===== config.mk =====
export PLATFORM = sky130hd
export DESIGN_NAME = div_32
export DESIGN_NICKNAME = d
export VERILOG_FILES = /design/src/rtl/div_32.sv
export SDC_FILE = /design/constraint.sdc
export NUM_CORES = 1
export LEC_CHECK = 0
export CELL_PAD_IN_SITES_DETAIL_PLACEMENT = 2
export CELL_PAD_IN_SITES_GLOBAL_PLACEMENT = 2
export CORE_AREA = 5 5 168 170
export CTS_BUF_LIST = sky130_fd_sc_hd__clkbuf_4 sky130_fd_sc_hd__clkbuf_8 sky130_fd_sc_hd__clkbuf_16
export CTS_CLUSTER_SIZE = 14
export DETAILED_ROUTE_END_ITERATION = 10
export DIE_AREA = 0 0 173 175
export PLACE_DENSITY = 0.87
export SLEW_MARGIN = 20
export SYNTH_ARGS = -nofsm -noshare
export SYNTH_HDL_FRONTEND = slang
export SYNTH_SLANG_ARGS = --single-unit

===== constraint.sdc =====
create_clock -name clock -period 8.3 [get_ports clock]
set_input_delay 1.66 -clock clock [delete_from_list [all_inputs] [get_ports clock]]
set_output_delay 1.66 -clock clock [all_outputs]
set_load 0.01 [all_outputs]

===== src/rtl/div_32.sv =====
// div_32: multicycle restoring divider for the execute stage, one quotient
// bit per cycle, with a cla_32 instance as the trial subtractor.
//
// Build option: define DIV_SIGNED_EN for two's-complement operands. Leave it
// undefined for unsigned operands; that build has no magnitude or sign logic.
//
// Ports:
//   clock        rising-edge clock
//   reset        asynchronous active-high reset
//   ctrl_div     start strobe, sampled only in IDLE
//   dividend     numerator, sampled with ctrl_div
//   divisor      denominator, sampled with ctrl_div
//   busy         high while a division is in RUN or DONE
//   result_rdy   one-cycle pulse when quotient/remainder are valid
//   quotient     registered quotient, held until the next completion
//   remainder    registered remainder, held until the next completion
//   div_by_zero  registered, set with a result whose divisor was zero
//
// cla_32: 32-bit adder with 4-bit lookahead groups and lookahead between groups.
//   x, y   addends
//   c0     carry in
//   s      sum
//   c_out  carry out

module cla_32 (
  input  logic [31:0] x,
  input  logic [31:0] y,
  input  logic        c0,
  output logic [31:0] s,
  output logic        c_out
);
  localparam int unsigned W  = 32;
  localparam int unsigned GW = 4;
  localparam int unsigned NG = W / GW;

  logic [W-1:0]  g;
  logic [W-1:0]  p;
  logic [W-1:0]  c;
  logic [NG-1:0] gg;
  logic [NG-1:0] gp;
  logic [NG:0]   gc;

  // Per-group generate/propagate, then bit carries from each group's carry-in.
  always_comb begin
    g     = x & y;
    p     = x ^ y;
    gg    = '0;
    gp    = '0;
    gc    = '0;
    c     = '0;
    gc[0] = c0;
    for (int k = 0; k < NG; k++) begin
      gg[k] = g[GW*k+3]
            | (p[GW*k+3] & g[GW*k+2])
            | (p[GW*k+3] & p[GW*k+2] & g[GW*k+1])
            | (p[GW*k+3] & p[GW*k+2] & p[GW*k+1] & g[GW*k]);
      gp[k] = p[GW*k+3] & p[GW*k+2] & p[GW*k+1] & p[GW*k];
      gc[k+1] = gg[k] | (gp[k] & gc[k]);
      c[GW*k]   = gc[k];
      c[GW*k+1] = g[GW*k] | (p[GW*k] & gc[k]);
      c[GW*k+2] = g[GW*k+1]
                | (p[GW*k+1] & g[GW*k])
                | (p[GW*k+1] & p[GW*k] & gc[k]);
      c[GW*k+3] = g[GW*k+2]
                | (p[GW*k+2] & g[GW*k+1])
                | (p[GW*k+2] & p[GW*k+1] & g[GW*k])
                | (p[GW*k+2] & p[GW*k+1] & p[GW*k] & gc[k]);
    end
    s     = p ^ c;
    c_out = gc[NG];
  end
endmodule

module div_32 (
  input  logic        clock,
  input  logic        reset,
  input  logic        ctrl_div,
  input  logic [31:0] dividend,
  input  logic [31:0] divisor,
  output logic        busy,
  output logic        result_rdy,
  output logic [31:0] quotient,
  output logic [31:0] remainder,
  output logic        div_by_zero
);
  localparam int unsigned W  = 32;
  localparam int unsigned CW = 5;

  typedef enum logic [1:0] {IDLE = 2'd0, RUN = 2'd1, DONE = 2'd2} state_t;

  state_t        state_q;
  state_t        state_d;
  logic [CW-1:0] cnt;
  logic [W-1:0]  r_q;
  logic [W-1:0]  q_q;
  logic [W-1:0]  dvs_q;

  logic          dz_c;
  logic          last_c;
  logic [W-1:0]  dvd_mag_c;
  logic [W-1:0]  dvs_mag_c;
  logic [W-1:0]  r_sh_c;
  logic [W-1:0]  diff_c;
  logic          cout_c;
  logic          ok_c;
  logic [W-1:0]  r_nxt_c;
  logic [W-1:0]  q_nxt_c;
  logic [W-1:0]  q_fix_c;
  logic [W-1:0]  r_fix_c;

  assign dz_c   = (divisor == '0);
  assign last_c = (cnt == CW'(W - 1));

`ifdef DIV_SIGNED_EN
  logic neg_q;
  logic neg_r;

  // Operand magnitudes; 0x80000000 maps to itself, which is correct unsigned.
  assign dvd_mag_c = dividend[W-1] ? (~dividend + W'(1)) : dividend;
  assign dvs_mag_c = divisor[W-1]  ? (~divisor  + W'(1)) : divisor;

  // Result signs are captured at the start edge along with the magnitudes.
  always_ff @(posedge clock or posedge reset) begin
    if (reset) begin
      neg_q <= 1'b0;
      neg_r <= 1'b0;
    end else if (state_q == IDLE && ctrl_div) begin
      neg_q <= dividend[W-1] ^ divisor[W-1];
      neg_r <= dividend[W-1];
    end
  end

  assign q_fix_c = neg_q ? (~q_nxt_c + W'(1)) : q_nxt_c;
  assign r_fix_c = neg_r ? (~r_nxt_c + W'(1)) : r_nxt_c;
`else
  assign dvd_mag_c = dividend;
  assign dvs_mag_c = divisor;
  assign q_fix_c   = q_nxt_c;
  assign r_fix_c   = r_nxt_c;
`endif

  // One restoring step: shift {R,Q} left, subtract |divisor| as R + ~D + 1.
  // The bit shifted out of R[31] makes the trial succeed even without carry.
  assign r_sh_c = {r_q[W-2:0], q_q[W-1]};

  cla_32 u_sub (
    .x     (r_sh_c),
    .y     (~dvs_q),
    .c0    (1'b1),
    .s     (diff_c),
    .c_out (cout_c)
  );

  assign ok_c    = r_q[W-1] | cout_c;
  assign r_nxt_c = ok_c ? diff_c : r_sh_c;
  assign q_nxt_c = {q_q[W-2:0], ok_c};

  // State register.
  always_ff @(posedge clock or posedge reset) begin
    if (reset) state_q <= IDLE;
    else       state_q <= state_d;
  end

  // Next-state logic.
  always_comb begin
    state_d = state_q;
    unique case (state_q)
      IDLE:    if (ctrl_div) state_d = dz_c ? DONE : RUN;
      RUN:     if (last_c)   state_d = DONE;
      DONE:    state_d = IDLE;
      default: state_d = IDLE;
    endcase
  end

  // Datapath and registered outputs.
  always_ff @(posedge clock or posedge reset) begin
    if (reset) begin
      cnt         <= '0;
      r_q         <= '0;
      q_q         <= '0;
      dvs_q       <= '0;
      busy        <= 1'b0;
      result_rdy  <= 1'b0;
      quotient    <= '0;
      remainder   <= '0;
      div_by_zero <= 1'b0;
    end else begin
      busy       <= (state_d != IDLE);
      result_rdy <= (state_d == DONE);
      unique case (state_q)
        IDLE: begin
          if (ctrl_div) begin
            r_q   <= '0;
            q_q   <= dvd_mag_c;
            dvs_q <= dvs_mag_c;
            cnt   <= '0;
            if (dz_c) begin
              quotient    <= '0;
              remainder   <= dividend;
              div_by_zero <= 1'b1;
            end
          end
        end
        RUN: begin
          r_q <= r_nxt_c;
          q_q <= q_nxt_c;
          if (last_c) begin
            quotient    <= q_fix_c;
            remainder   <= r_fix_c;
            div_by_zero <= 1'b0;
          end else begin
            cnt <= cnt + CW'(1);
          end
        end
        default: ;
      endcase
    end
  end
endmodule


# [Word-level counts from Yosys, hierarchy flattened]
# Cells that the tools add are included.
[totals] latch_bits=0 mem_bits_rw=0 inputBits=67 regBits=170 word_cells=259 mem_bits_ro=0 mem_count=0 output_inout_bits=67
[classes] bitwise=209 n_reduce_logical=8 shift=0 n_lt_le_gt_ge=0 eq_ne=7 addsub=1 multipliers=0 n_div=0 mux=24
[ops] op="$mux 32" n=9
[ops] op="$pmux 32 s2" n=4
[ops] op="$and 1x1->1" n=124
[ops] op="$or 1x1->1" n=81
[ops] op="$xor 32x32->32" n=2
[ops] op="$and 32x32->32" n=1
[ops] op="$logic_not 32->1" n=1
[ops] op="$not 32->32" n=1
[ops] op="$mux 5" n=2
[ops] op="$pmux 5 s2" n=1
[ops] op="$ne 2x2->1 const B" n=4
[ops] op="$mux 2" n=3
[ops] op="$add 5x1->5 const B" n=1
[ops] op="$eq 5x5->1 const B" n=1
[ops] op="$pmux 2 s2" n=1
[ops] op="$reduce_and 2->1" n=2
[ops] op="$reduce_and 4->1" n=1
[ops] op="$reduce_bool 2->1" n=2
[ops] op="$mux 1" n=3
[ops] op="$reduce_and 3->1" n=1
[ops] op="$eq 2x1->1 const B" n=1
[ops] op="$eq 2x2->1 const B" n=1
[ops] op="$logic_not 2->1" n=1
[ops] op="$pmux 1 s2" n=1

# [Depth between registers and ports, before layout]
# Gate-level depths: netlist (run 1).
[logic_depth] word_depth=25 ltp_mapped=13

# [Cells and area by module]
# Synthesis (run 1) repeated with hierarchy kept, for this count alone.
[unflattened] hier_cells=940 area_unflattened_um2=9102.5
[modules_own_cells] module="div_32" n_inst=1 cells_each=780 area_per_inst_um2=7717.4
[modules_own_cells] module="cla_32" n_inst=1 cells_each=160 area_per_inst_um2=1385.1

# [Worst setup path before layout (run 1)]
# OpenSTA, ideal clock, no wires.
[synth_timing] path_kind="input to register" from="input ctrl_div" to="register remainder[11]" cell_stages=8 t_arrival_ns=3.103 path_buffers=2 slack_ns=5.111 t_required_ns=8.213 cell_sequence="nor2b_1 -> nor2b_1 -> inv_1 -> nor3_1 -> clkbuf_1 -> clkbuf_1 -> nand3_1 -> o211ai_1"
[synth_via] elab_chain_len=2
[synth_lines] element="start: declaration" line="77" text="input logic ctrl_div,"
[synth_lines] element="$ne 2x2->1 (no line)"
[synth_lines] element="$reduce_and 4->1 (no line)"
[synth_lines] element="end signal: assignment" line="199" text="remainder <= dividend;"
[synth_lines] element="end signal: assignment" line="209" text="remainder <= r_fix_c;"
[synth_lines] element="end: declaration" line="83" text="output logic [31:0] remainder,"
# No other way between the ends.
# A chain may end at the register's enable or synchronous reset.

# [Worst setup path in the final report (run 1)]
[layout_timing] from="input ctrl_div" to="register remainder[10]"
# Same word-level chain as after synthesis.

==> summary.txt, run 1 <==
CTS Buf Count: 17
Mean area per synthesized cell: 9.10 µm²
Hold/Removal Path Class: flop to flop
#FFs+latches synth: 170
Routed met1 length: 14.0 mm
Setup Viol. Count Final: 0
Asr flop ratio synth: 100%
Final Util: 41.2%
RSZ-0062 raised after global routing: false
Max-cap viol count: 0
Setup CP Type: input pin to flop
Mapped cell area: 8620 µm²
Die H: 175 µm
Placed Cells: 1,372
Sequential share of the synthesized area: 49.4%
Highest metal used: met4
Post-synthesis cell count: 947
CTS tree: built
Root Buffer: clkbuf_16
Post-synth EDFFs: 0
Synth warn: 0
DRT Pass-1 Iters: 5
Largest net degree at the start of global routing: 92
Max-slew violation count: 0
HPWL after DPL: 21.6 mm
DR iter-0 viols: 508
Distinct cells, synth: 54
Hold WS: 0.482 ns
DRC: 0
Gpl congestion: 0.805
CP Launch Type: input pin
CTS Sinks: 170
I/O Buffers: 133
Pwr Density: 512 nW/µm²
Syn_nets: 1,056
Crit path max fanout: 67
Core area: 26,600 µm²
Die W: 173 µm
DR WL/cell: 22.3 µm
Most used cell, CP: buf_4
WL met3: 1.09 mm
PostCTS Resize Cnt: 0
Final clock skew: 0.0102 ns
Io pins: 134
Crit-path cells: clkdlybuf4s50_1 > nor2b_2 > buf_4 > nor2b_4 > buf_4 > inv_1 > nor3_2 > buf_4 > a21oi_4 > buf_4 > clkinv_1 > o21ai_0 > a31oi_1
Status: finished, final reports clean
Hold buffers post-CTS: 0
Global-route wire length before repair: 50.0 mm
Synth Flop Type: dfrtp_1
DRT Wirelength: 31.4 mm
P_leak: 0.00472 µW
Antenna diodes: 0
Post-route setup slack: 3.29 ns
Setup bufs post-CTS: 0
Fin crit period: 5.01 ns
Clock buffer depth: 2
Slowest CP cell: a21oi_4
Final Hold Vio Count: 0
Share of layout cells above drive strength 1: 5.73%
H-Tree Depth: 4
Worst Path Buf+Inv: 7
Required @ worst endpoint: 8.59 ns
Fmax: 0.200 GHz
Hold_sp: quotient[16]
Via count: 7,669
Setup_tns: 0 ns
Met2 wire length: 15.6 mm
Crit. End Element: flop
Clock-pin slew reported for the worst setup and hold paths after clock tree synthesis: 0.07 ns
Final-stage net count: 1,160
Post-DRT Antenna Nets: 0
Initial antenna violation count: 0
Worst Setup SP: ctrl_div
GR Overflow Total: 0
Worst vdd ir: 0.188 mV
Worst path max stage delay: 0.54 ns
Vias in the first global route: 8,563
Area grow syn2layout: 27.0%
Worst skew pair latency: 0.43 ns
Most frequent cells in the layout: 192 x nand2_1, 170 x dfrtp_1, 133 x o21ai_0, 133 x clkdlybuf4s50_1, 53 x inv_1
CP delay by family, top: buffers and inverters
Via density: 5.46
Initial Utilization: 32.4%
Total Routing Usage GR: 20.6%
Die area: 30,300 µm²
Rows: 60
Slew HR: 41.6%
Post-Layout Cell Count: 1,405
Critical R2R Launch: q_q[31]
Place WS: 2.96 ns
Worst slew pin tran: 0.877 ns
Commonest non-fill, non-tap cell in the layout: nand2_1
WP data arrival: 5.30 ns
Final Cycle Share: 60.4%
==> power by group <==
group	switching [µW]	leakage, µW	total (µW)	internal (µW)
Combinational	1870	0.00242	3120	1250
Clock	373	0.000304	893	520
Sequential	334	0.00200	1590	1250
==> flip-flops by register name, summed over array words and instances (netlist names), 2 cells and up <==
| register | count |
|---|---|
| q_q | 32 |
| dvs_q | 32 |
| cnt | 5 |
| state_q | 2 |
| r_q | 32 |
| remainder | 32 |
| quotient | 32 |
==> per-layer routing <==
metal	up-vias	global-route usage, %
met3	37	3.42
met2	179	35.5
met5	-	0
li1	3501	-
met1	3952	26.8
met4	0	5.65
==> metrics by stage <==
step	total power, µW	instance area (µm²)
finish	5600	10900
global route	6020	10900
CTS	5610	10900
detailed placement	4610	10300
global placement	4350	10200
floorplan	3450	8620
==> layout make-up <==
class	count	area [µm²]
clock buffers	18	439
clock inverters	14	208
fillers	2892	15600
inverters	55	211
multi-input cells	662	3950
flip-flops and latches	170	4250
well taps	341	427
repair buffers	145	1460
==> cells in the mapped netlist, types with 12 or more instances <==
| master | number | area share, % |
|---|---|---|
| nor2_1 | 22 | 0.96 |
| a22oi_1 | 31 | 2.7 |
| o211ai_1 | 27 | 2.4 |
| nand2_1 | 193 | 8.4 |
| mux2i_1 | 12 | 1.4 |
| dfrtp_1 | 170 | 49 |
| o21ai_0 | 133 | 7.7 |
| ha_1 | 35 | 5.1 |
| nand3_1 | 34 | 2.0 |
| a21oi_1 | 25 | 1.5 |
| o21ai_1 | 22 | 1.3 |
| clkbuf_1 | 50 | 2.2 |
| inv_1 | 54 | 2.4 |
==> worst min-delay path, delay by kind of cell, from the launching register on <==
| family | cells | cell delay (ns) |
|---|---|---|
| AND/OR/NAND/NOR | 1 | 0.05 |
| flip-flops | 1 | 0.34 |
| AO/OA/AOI/OAI | 1 | 0.06 |
==> final timing paths <==
path / endpoint / slack (ns) / depth (start not counted)
hold reg to reg: quotient[16] / 0.48 / 2
setup / recovery: remainder[10] / 3.29 / 13
min in group asynchronous: dvs_q[4] / 1.76 / 2
hold / removal: quotient[16] / 0.48 / 2
max in group asynchronous: remainder[3] / 5.23 / 3
setup reg to reg: remainder[2] / 4.21 / 11
==> kinds of logic after synthesis <==
family,count (synthesis),share of synthesized area [%]
fa+ha+maj,42,6.71
flops,170,49.4
xor+xnor,19,1.93
simple gates,299,14.9
mux,13,1.52
buf+inv,115,5.28
compound gates,289,20.3
Note: power is estimated with default switching activity, not from simulation.
==> inputs of run 2 (changes only) <==
- clock period: 8.3 -> 5 ns (I/O delays scaled with it)
==> run 2 against run 1 <==
Final area is 1.1% lower. Routed wire length decreased by 5.3%. Non-clock buffer count unchanged. Register-to-register slack worse by 2.9 ns. Critical endpoint is now r_q[7]. Largest cell class unchanged. Largest power group unchanged.
==> summary.txt, run 2 (same netlist as run 1, synthesis figures left out) <==
Antenna diodes: 0
Final-stage net count: 1,160
Gpl congestion: 0.813
Via density: 5.35
DRC: 0
HPWL after DPL: 20.8 mm
R2R Setup Slk: 1.28 ns
Hold path endpoint: r_q[31]
Initial antenna violation count: 0
Worst slew pin tran: 1.09 ns
Final Cycle Share: 74.4%
Io pins: 134
Fmax: 0.269 GHz
P_leak: 0.00465 µW
Setup bufs post-CTS: 0
I/O Buffers: 133
Hold Path Cell Cnt: 2
Max-cap viol count: 0
Final Hold Vio Count: 0
Vias in the first global route: 8,461
Commonest non-fill, non-tap cell in the layout: nand2_1
CTS Buf Count: 17
Post-DRT Antenna Nets: 0
Total Routing Usage GR: 19.6%
R2R cell count: 10
Fin crit period: 3.72 ns
Status: finished, final reports clean
Final clock skew: 0.0106 ns
Pwr Density: 834 nW/µm²
Global-route wire length before repair: 47.8 mm
Hold/Removal Path Class: flop to flop
Clock buffer depth: 2
DR iter-0 viols: 432
H-Tree Depth: 4
R2R Path End: r_q[7]
Most frequent cells in the layout: 192 x nand2_1, 170 x dfrtp_1, 133 x o21ai_0, 133 x clkdlybuf4s50_1, 53 x inv_1
Root Buffer: clkbuf_16
Required @ worst endpoint: 5.28 ns
Hold buffers post-CTS: 0
Setup_tns: 0 ns
RSZ-0062 raised after global routing: false
Critical R2R Launch: r_q[1]
Slew HR: 27.5%
CP Launch Type: flop
Setup Viol. Count Final: 0
Crit path max fanout: 27
Post-Layout Cell Count: 1,405
Clock-pin slew reported for the worst setup and hold paths after clock tree synthesis: 0.07 ns
Max-slew violation count: 0
CTS tree: built
Setup CP Type: flop to flop
PostCTS Resize Cnt: 0
Largest net degree at the start of global routing: 171
Total power: 9020 µW
DRT Wirelength: 29.7 mm
CTS Sinks: 170
Placed Cells: 1,373
Worst vdd ir: 0.286 mV
Rows: 60
Hold_sp: r_q[31]
Share of layout cells above drive strength 1: 5.73%
Crit. End Element: flop
Area grow syn2layout: 25.6%
Die area: 30,300 µm²
DRT Pass-1 Iters: 4
GR Overflow Total: 0
Die W: 173 µm
Via count: 7,515
Hold WS: 0.471 ns
WP data arrival: 4.00 ns
Core area: 26,600 µm²
Worst skew pair latency: 0.43 ns
Die H: 175 µm
DR WL/cell: 21.1 µm
Initial Utilization: 32.4%
[run 2: cell count changes in the layout (fill, tap and decap cells not counted), moves of 2 or more]
cell,change
buf_4,+2
bufinv_16,-4
clkinv_4,+2
inv_6,+3
[run 2: power by group]
| part | switching [µW] | internal (µW) | total [µW] |
|---|---|---|---|
| combinational | 3060 | 2060 | 5120 |
| clock | 627 | 653 | 1280 |
| sequential | 541 | 2080 | 2620 |
[run 2: worst max path at each step]
| stage | start | to | slack [ns] |
|---|---|---|---|
| global placement | ctrl_div | remainder[10] | 1.25 |
| CTS | r_q[4] | r_q[7] | 1.33 |
| detailed placement | divisor[0] | quotient[8] | 1.12 |
| global route | r_q[4] | r_q[7] | 1.02 |
| floorplan | reset | busy | 1.83 |
| finish | r_q[1] | r_q[7] | 1.28 |
[run 2: worst max-delay path: stages, from the launching register on]
cell      delay (ns)
dfrtp_1         0.44
ha_1            0.36
o21ai_1         0.10
a22oi_2         0.46
a311oi_2        0.21
a21oi_1         0.33
o211a_4         0.35
or2_1           0.27
buf_4           0.39
mux2i_1         0.46
o22ai_1         0.16
[run 2: layer usage]
| layer | global-route usage (%) | part of all wire (%) |
|---|---|---|
| met3 | 3.27 | 3.8 |
| met1 | 25.6 | 46 |
| met5 | 0 | 0 |
| met2 | 33.9 | 49 |
| met4 | 5.02 | 1.7 |
[run 2: area by class of cell]
type	instances	area [µm²]
Fill cell	2899	15800
Multi-Input combinational cell	662	3940
Sequential cell	170	4250
Clock buffer	17	425
Tap cell	341	427
Timing Repair Buffer	145	1430
Inverter	55	210
Clock inverter	15	129
[run 2: through the flow]
stage	util, %	setup WS (ns)	instance area (µm²)
after detailed placement	38.6	1.12	10300
after global routing	40.7	1.02	10800
after floorplan	-	1.83	8620
after CTS	40.7	1.33	10800
final	40.7	1.28	10800
after global placement	38.6	1.25	10300
